## config.mk

```make
export PLATFORM = sky130hd
export DESIGN_NAME = slow_ram_responder
export DESIGN_NICKNAME = d
export VERILOG_FILES = /design/src/rtl/slow_ram_responder_pkg.sv /design/src/rtl/slow_ram_responder_ram_array.sv /design/src/rtl/slow_ram_responder.sv
export SDC_FILE = /design/constraint.sdc
export NUM_CORES = 1
export LEC_CHECK = 0
export CORE_ASPECT_RATIO = 0.9
export CORE_MARGIN = 4
export CORE_UTILIZATION = 65
export CTS_CLUSTER_SIZE = 28
export DETAILED_ROUTE_END_ITERATION = 7
export PLACE_DENSITY_LB_ADDON = 0.25
export SETUP_SLACK_MARGIN = 0.1
export SKIP_LAST_GASP = 1
export SYNTH_ARGS = -nofsm -noshare
export SYNTH_HDL_FRONTEND = slang
export SYNTH_SLANG_ARGS = --single-unit
```

## constraint.sdc

```tcl
create_clock -name Clock -period 5.7 [get_ports Clock]
set_input_delay 0.855 -clock Clock [delete_from_list [all_inputs] [get_ports Clock]]
set_output_delay 0.855 -clock Clock [all_outputs]
set_load 0.005 [all_outputs]
```

## src/rtl/slow_ram_responder_pkg.sv

```systemverilog
`default_nettype none
// ----------------------------------------------------------------------------
// slow_ram_responder_pkg : state encoding and default geometry shared with the
//                          initiator FSM and the bench.
// Revision : 1.0
// ----------------------------------------------------------------------------
package slow_ram_responder_pkg;

  localparam int c_DEF_AW        = 4;
  localparam int c_DEF_DW        = 8;
  localparam int c_DEF_SLOW_BASE = 8;
  localparam int c_DEF_DELAY     = 1;

  typedef enum logic [0:0] {
    ST_Idle   = 1'b0,
    ST_Commit = 1'b1
  } state_t;

endpackage
`default_nettype wire

```

## src/rtl/slow_ram_responder_ram_array.sv

```systemverilog
`default_nettype none
// ----------------------------------------------------------------------------
// slow_ram_responder_ram_array : 2**AW x DW register array, synchronous write,
//                                combinational read, async clear to zero.
// Revision : 1.0
// ----------------------------------------------------------------------------
module slow_ram_responder_ram_array #(
  parameter int AW = 4,
  parameter int DW = 8
) (
  input  logic          Clock,
  input  logic          ResetN,
  input  logic          i_we,
  input  logic [AW-1:0] i_waddr,
  input  logic [DW-1:0] i_wdata,
  input  logic [AW-1:0] i_raddr,
  output logic [DW-1:0] o_rdata
);

  localparam int c_DEPTH = 2 ** AW;

  logic [DW-1:0] r_mem [c_DEPTH];

  always_ff @(posedge Clock or negedge ResetN) begin
    if (!ResetN) begin
      for (int i = 0; i < c_DEPTH; i++) begin
        r_mem[i] <= '0;
      end
    end else if (i_we) begin
      r_mem[i_waddr] <= i_wdata;
    end
  end

  assign o_rdata = r_mem[i_raddr];

endmodule
`default_nettype wire

```

## src/rtl/slow_ram_responder.sv

```systemverilog
`default_nettype none
// ----------------------------------------------------------------------------
// slow_ram_responder : Read/Write strobe responder with a slow upper region
//                      that stretches writes by DELAY commit cycles.
// Revision : 1.0
// ----------------------------------------------------------------------------
module slow_ram_responder
  import slow_ram_responder_pkg::*;
#(
  parameter int AW        = c_DEF_AW,
  parameter int DW        = c_DEF_DW,
  parameter int SLOW_BASE = c_DEF_SLOW_BASE,
  parameter int DELAY     = c_DEF_DELAY
) (
  input  logic          Clock,
  input  logic          ResetN,
  input  logic          Read,
  input  logic          Write,
  input  logic [AW-1:0] Addr,
  input  logic [DW-1:0] WrData,
  input  logic          ErrClear,
  output logic          SlowRAM,
  output logic [DW-1:0] RdData,
  output logic          RdValid,
  output logic          WrDone,
  output logic          Busy,
  output logic          ProtoErr
);

  localparam int              c_CW        = (DELAY < 2) ? 1 : $clog2(DELAY + 1);
  localparam logic [c_CW-1:0] c_DELAY     = c_CW'(DELAY);
  localparam logic [c_CW-1:0] c_ONE       = c_CW'(1);
  localparam logic [AW:0]     c_SLOW_BASE = (AW + 1)'(SLOW_BASE);

  state_t          r_state;
  logic [c_CW-1:0] r_cnt;
  logic [AW-1:0]   r_pend_addr;
  logic [DW-1:0]   r_pend_data;

  logic          w_busy, w_err, w_rd_ok, w_wr_ok, w_slow_addr;
  logic          w_fast_wr, w_slow_wr, w_commit, w_bypass;
  logic          w_ram_we;
  logic [AW-1:0] w_ram_waddr;
  logic [DW-1:0] w_ram_wdata, w_ram_rdata;

  assign w_busy      = (r_state == ST_Commit);
  assign w_err       = (Read & Write) | (Write & w_busy);
  assign w_rd_ok     = Read & ~Write;
  assign w_wr_ok     = Write & ~Read & ~w_busy;
  assign w_slow_addr = ({1'b0, Addr} >= c_SLOW_BASE);
  assign w_fast_wr   = w_wr_ok & ~w_slow_addr;
  assign w_slow_wr   = w_wr_ok & w_slow_addr;
  assign w_commit    = w_busy & (r_cnt == c_ONE);
  assign w_bypass    = w_busy & (Addr == r_pend_addr);

  // Fast writes only happen in IDLE, so they never collide with a commit.
  assign w_ram_we    = w_fast_wr | w_commit;
  assign w_ram_waddr = w_commit ? r_pend_addr : Addr;
  assign w_ram_wdata = w_commit ? r_pend_data : WrData;

  assign SlowRAM = w_slow_wr;
  assign Busy    = w_busy;

  slow_ram_responder_ram_array #(
    .AW (AW),
    .DW (DW)
  ) u_ram_array (
    .Clock   (Clock),
    .ResetN  (ResetN),
    .i_we    (w_ram_we),
    .i_waddr (w_ram_waddr),
    .i_wdata (w_ram_wdata),
    .i_raddr (Addr),
    .o_rdata (w_ram_rdata)
  );

  always_ff @(posedge Clock or negedge ResetN) begin
    if (!ResetN) begin
      r_state     <= ST_Idle;
      r_cnt       <= '0;
      r_pend_addr <= '0;
      r_pend_data <= '0;
      RdData      <= '0;
      RdValid     <= 1'b0;
      WrDone      <= 1'b0;
      ProtoErr    <= 1'b0;
    end else begin
      RdValid  <= w_rd_ok;
      WrDone   <= w_fast_wr | w_commit;
      ProtoErr <= w_err | (ProtoErr & ~ErrClear);
      if (w_rd_ok) begin
        RdData <= w_bypass ? r_pend_data : w_ram_rdata;
      end
      case (r_state)
        ST_Idle: begin
          if (w_slow_wr) begin
            r_pend_addr <= Addr;
            r_pend_data <= WrData;
            r_cnt       <= c_DELAY;
            r_state     <= ST_Commit;
          end
        end
        ST_Commit: begin
          r_cnt <= r_cnt - c_ONE;
          if (w_commit) begin
            r_state <= ST_Idle;
          end
        end
        default: r_state <= ST_Idle;
      endcase
    end
  end

endmodule
`default_nettype wire

```

=== Word-level counts from Yosys, hierarchy flattened ===
Index checks and enable logic that the tools add are counted.

* Register bits after elaboration: 153
* Bits of input ports: 17
* Output and inout port bits: 13
* Logic and storage cells: 67

* Add/subtract/negate cells: 1
* Order comparisons: 4
* Equal/unequal tests: 2
* Mux-type cells: 14
* Bitwise logic cells: 20
* Reduce and logical (&&, ||, !) cells: 2

{| class="wikitable"
|+ Operators with widths
! kind !! number
|-
| $bwmux 128 || 1
|-
| $mux 8 || 5
|-
| $bmux 8 s4 || 1
|-
| $demux 8 s4 || 1
|-
| $and 1x1->1 || 10
|-
| $ge 5x5->1 const B || 2
|-
| $not 4->5 || 2
|-
| $lt 5x1->1 const B || 1
|-
| $not 1->1 || 5
|-
| $eq 4x4->1 || 1
|-
| $ge 4x4->1 const B || 1
|-
| $mux 4 || 1
|-
| $pmux 1 s2 || 2
|-
| $mux 1 || 3
|-
| $or 1x1->1 || 3
|-
| $ne 2x2->1 const B || 1
|-
| $reduce_and 2->1 || 1
|-
| $logic_and 1x1->1 || 1
|-
| $sub 1x1->1 const B || 1
|}

=== Depth between registers and ports, before layout ===
* Word-level depth: 8
* Depth in mapped cells: 7
* Depth with buffers taken out: 4

=== Hierarchy ===
Synthesis repeated with hierarchy kept, for this count alone.

* Cells, all modules: 482
* Area, all modules: 7200.7 um^2

{| class="wikitable"
|+ Modules (own cells, without submodules)
! module !! times used !! cells each !! area each (um^2) !! seq. area each (um^2)
|-
| slow_ram_responder_ram_array || 1 || 365 || 5915.7 || 3203.1
|-
| slow_ram_responder || 1 || 117 || 1285.0 || 625.6
|}

=== Least setup slack after synthesis ===
Ideal clock, no wire load.

* Path type: input port to flip-flop
* Start: in Addr[3]
* End: reg u_ram_array.r_mem[72] (netlist bit)
* Arrival time: 2408 ps
* Data required time: 5575 ps
* Path slack: 3167 ps
* Stages on the path: 5
* Path through: buf_6 > or4b_4 > o32a_2 > a21oi_4 > mux2_4

* Cells in the longest elaborated chain, start to end: 7

{| class="wikitable"
|+ Ends and longest elaborated chain
! item !! RTL line !! RTL
|-
| from (decl) || slow_ram_responder.sv:19 || <nowiki>input logic [AW-1:0] Addr,</nowiki>
|-
| $mux 4 || slow_ram_responder.sv:58 || <nowiki>assign w_ram_waddr = w_commit ? r_pend_addr : Addr;</nowiki>
|-
| $not 4->5 (not written as such) || slow_ram_responder_ram_array.sv:30 || <nowiki>r_mem[i_waddr] <= i_wdata;</nowiki>
|-
| $ge 5x5->1 (not written as such) / $lt 5x1->1 (equally long branches) || slow_ram_responder_ram_array.sv:30 ||
|-
| $logic_and 1x1->1 (not written as such) || slow_ram_responder_ram_array.sv:30 ||
|-
| $mux 8 (not written as such) || slow_ram_responder_ram_array.sv:30 ||
|-
| $demux 8 s4 || slow_ram_responder_ram_array.sv:30 ||
|-
| $bwmux 128 || slow_ram_responder_ram_array.sv:30 ||
|-
| to (signal, indexed assignment) || slow_ram_responder_ram_array.sv:30 ||
|-
| to (decl) || slow_ram_responder_ram_array.sv:22 || <nowiki>logic [DW-1:0] r_mem [c_DEPTH];</nowiki>
|}

Several ways; a longest one is shown, not always the timed one.
A chain may end at the register's enable or synchronous reset.

=== Worst setup path after layout ===
* Start: in Addr[3]
* End: out SlowRAM

* Cells in the longest elaborated chain, start to end: 2

{| class="wikitable"
|+ Ends and longest elaborated chain
! item !! RTL line !! RTL
|-
| $ge 4x4->1 || slow_ram_responder.sv:50 || <nowiki>assign w_slow_addr = ({1'b0, Addr} >= c_SLOW_BASE);</nowiki>
|-
| $and 1x1->1 || slow_ram_responder.sv:52 || <nowiki>assign w_slow_wr = w_wr_ok & w_slow_addr;</nowiki>
|-
| to (decl) || slow_ram_responder.sv:22 || <nowiki>output logic SlowRAM,</nowiki>
|}

Every way passes these cells.

==> impl_metrics.py <==
metrics = {
    "setup_path": {
        "required_ns": 4.85,
        "timing.rr.start": "Busy$_DFF_PN0_",
        "cp_num_buf_inv": 3,
        "r2r_end": "u_ram_array.r_mem[127]$_DFFE_PN0P_",
        "critPathCaptureType": "primary output",
        "crit_type": "in2out",
        "cpMaxStageDelayCell": "clkdlybuf4s50_1",
        "r2r_cells": 4,
        "start_kind": "input port",
        "cpPeakStageDelay_ns": 0.56,
        "worst-endpoint-arrival_ns": 2.67,
        "crit_top_cell": "clkdlybuf4s50_1",
        "regToRegSetupSlack_ns": 2.76,
        "crit_chain": "clkdlybuf4s50_1, buf_4, nor4bb_4, clkdlybuf4s50_1",
        "worstPathMaxFanout": 35,
        "crit_family": "buffers and inverters",
    },
    "timing": {
        "timing.final.crit_share_pct": 61.8,
        "rsz0062_at_grt": "no",
        "slew_violations": 0,
        "worst_pin_slew_ns": 0.966,
        "setup_viol": 0,
        "fmaxAchievable_mhz": 284,
        "hold_viol": 0,
        "slew_headroom_pct": 33.7,
        "min_period_ns": 3.52,
        "finClkSkew_ns": 0.0119,
        "fin_tns_setup_ns": 0,
    },
    "synth": {
        "yosys_warnings": 0,
        "synthFlopType": "dfrtp_1",
        "async_flop_share_pct": 100,
        "yosys_register_bits": 153,
        "synth.net_count": 581,
        "synth_edf_count": 0,
        "synth_area_leaders": "dfrtp_1 (54%), mux4_2 (10%), mux2_4 (5.1%)",
        "synth.avg_cell_area_sq_um": 12.5,
        "netlist_instances": 564,
        "synth.distinct_cells": 43,
        "syn_area_sq_um": 7080,
        "synth_top_area_share_pct": 54.1,
        "synth_largest_area_cell": "dfrtp_1",
        "ys_seq_area_share_pct": 54.1,
    },
    "global_routing": {
        "grt_max_degree": 98,
        "antenna_found_initial": 0,
        "grt_util_all_layers_pct": 29.6,
        "grt_pass1_vias": 5036,
        "grt-ovfl-total": 0,
        "grt_pass1_wl_microns": 28200,
    },
    "floorplanning": {
        "die_y_microns": 107,
        "core_sq_um": 10400,
        "ios": 30,
        "die_area_sq_um": 12600,
        "die_x_microns": 118,
        "rows": 35,
        "start_util_pct": 67.9,
    },
    "layout": {
        "nets": 597,
        "num_antenna_cells": 0,
        "fillCellCount": 643,
        "drive_gt1_share_pct": 20.2,
        "final_core_util_pct": 77.4,
        "stdcell_count": 722,
        "area_delta_synth_final_pct": 13.9,
    },
    "routing": {
        "drt-initial-drc-count": 463,
        "antenna_left": 0,
        "first_pass_iters": 5,
        "vias_per_cell": 6.72,
        "drc": 0,
        "drt-wirelength-per-cell_microns": 24.0,
        "wirelength_microns": 17300,
        "vias": 4849,
    },
    "worst_hold_path": {
        "hp-class": "reg2reg",
        "worstHoldPathCells": 2,
        "hp-start": "u_ram_array.r_mem[58]$_DFFE_PN0P_",
        "hold_path_end": "u_ram_array.r_mem[58]$_DFFE_PN0P_",
    },
    "cts": {
        "cts_tree": "yes",
        "clk_pin_slew_ns": 0.06,
        "cts_hold_buf": 0,
        "clock_sinks": 153,
        "cts_resized": 0,
        "h-tree-depth": 4,
        "worstSkewPairLatency_ns": 0.42,
        "numCtsBuffers": 17,
        "clock_tree.root_cell": "clkbuf_16",
        "clock_path_buffers": 2,
        "post-cts-setup-buffer-count": 0,
    },
    "status": {
        "status": "complete, no violations",
    },
    "power": {
        "leakage_uw": 0.00336,
        "pwr_density_cell_nw_per_um2": 461,
        "ir_drop_mv": 0.268,
    },
    "flow_run": {
        "maxCapViolCount": 0,
    },
    "placement": {
        "numPortBuffers": 29,
        "dp_cells": 690,
        "dpl.hpwl_microns": 11100,
        "place_congestion": 0.862,
    },
}
[worst register-to-register path: stages, from the launching register on]
cell and delay [ns]:
dfrtp_1 0.66, nand2_2 0.61, o32ai_2 0.50, nor2b_1 0.64
mux2_2 0.41
[per-layer routing]
| layer | vias up | track usage (%) | wire length (microns) |
|---|---|---|---|
| met3 | 41 | 8.39 | 1600 |
| met1 | 2467 | 39.9 | 7030 |
| li1 | 2077 | - | - |
| met2 | 264 | 47.5 | 8310 |
| met4 | 0 | 9.29 | 346 |
| met5 | - | 0 | 0 |
[registers in the layout, indices dropped and copies added, names as in the netlist]
name	flops
Busy	1
ProtoErr	1
RdData	8
RdValid	1
WrDone	1
r_cnt	1
r_pend_addr	4
r_pend_data	8
u_ram_array.r_mem	128
[metrics by stage]
step / hold WS (ns) / cell area [sq um] / power, uW / setup slack [ns]
floorplan: 0.450 / 7080 / 2200 / 3.17
global placement: 0.461 / 7410 / 2400 / 2.20
detailed placement: 0.471 / 7410 / 2470 / 2.13
CTS: 0.485 / 8060 / 3720 / 2.20
global route: 0.508 / 8060 / 3880 / 2.12
finish: 0.486 / 8060 / 3720 / 2.18
[cell usage in the layout (no fill, tap or decap), types with 4 or more instances in the layout]
| master | n |
|---|---|
| a22o_1 | 16 |
| clkbuf_1 | 5 |
| clkdlybuf4s50_1 | 27 |
| mux2_1 | 29 |
| mux2i_1 | 8 |
| mux2_2 | 13 |
| bufinv_16 | 5 |
| clkbuf_16 | 17 |
| o21ai_1 | 56 |
| nand2_1 | 66 |
| mux4_2 | 32 |
| nor2_1 | 35 |
| buf_4 | 7 |
| mux2_4 | 24 |
| inv_1 | 12 |
| o221ai_1 | 8 |
| a21oi_1 | 25 |
| dfrtp_1 | 153 |
| nand4_1 | 4 |
[synthesized netlist by cell type, drive strengths merged (3+ instances only)]
master    n
dfrtp   153
nor2     36
xor2      3
a21oi    27
inv      14
nand4     4
or4       3
o21ai    59
mux2i     8
mux4     32
buf      16
nand2    67
o221ai    8
nor4      3
a22o     16
nor2b     3
mux2     66
clkbuf   23
a21bo     3
[worst max-delay path by stage]
| stage | start | to | slack, ns | depth (start not counted) |
|---|---|---|---|---|
| 6_report | Addr[3] | SlowRAM | 2.18 | 4 |
| 5_1_grt | Addr[3] | SlowRAM | 2.12 | 4 |
| 4_1_cts | Addr[3] | SlowRAM | 2.20 | 4 |
| 3_5_place_dp | Addr[3] | u_ram_array.r_mem[127]$_DFFE_PN0P_ | 2.13 | 6 |
| 3_3_place_gp | Addr[3] | u_ram_array.r_mem[120]$_DFFE_PN0P_ | 2.20 | 6 |
| 2_1_floorplan | Addr[3] | u_ram_array.r_mem[72]$_DFFE_PN0P_ | 3.17 | 5 |
[area by class of cell]
type	instances	area (sq um)	share of cell area, %
Tap cell	129	161	2.00
Sequential cell	153	3830	47.5
Inverter	14	52.6	0.652
Multi-Input combinational cell	358	3030	37.6
Clock inverter	7	163	2.02
Clock buffer	25	485	6.02
Timing Repair Buffer	36	339	4.21
[cells by family after synthesis]
| group | Yosys count | share of synthesized area, % |
|---|---|---|
| buf+inv | 53 | 3.25 |
| simple gates | 129 | 8.43 |
| mux | 106 | 23.1 |
| flops | 153 | 54.1 |
| compound gates | 119 | 10.6 |
| xor+xnor | 4 | 0.495 |
[where the power goes]
group / switching, uW / internal, uW / leakage, uW
registers: 228 / 1440 / 0.00161
clock network: 424 / 812 / 0.000312
logic: 359 / 455 / 0.00144
total: 1010 / 2710 / 0.00336
(Power assumes the default switching activity.)
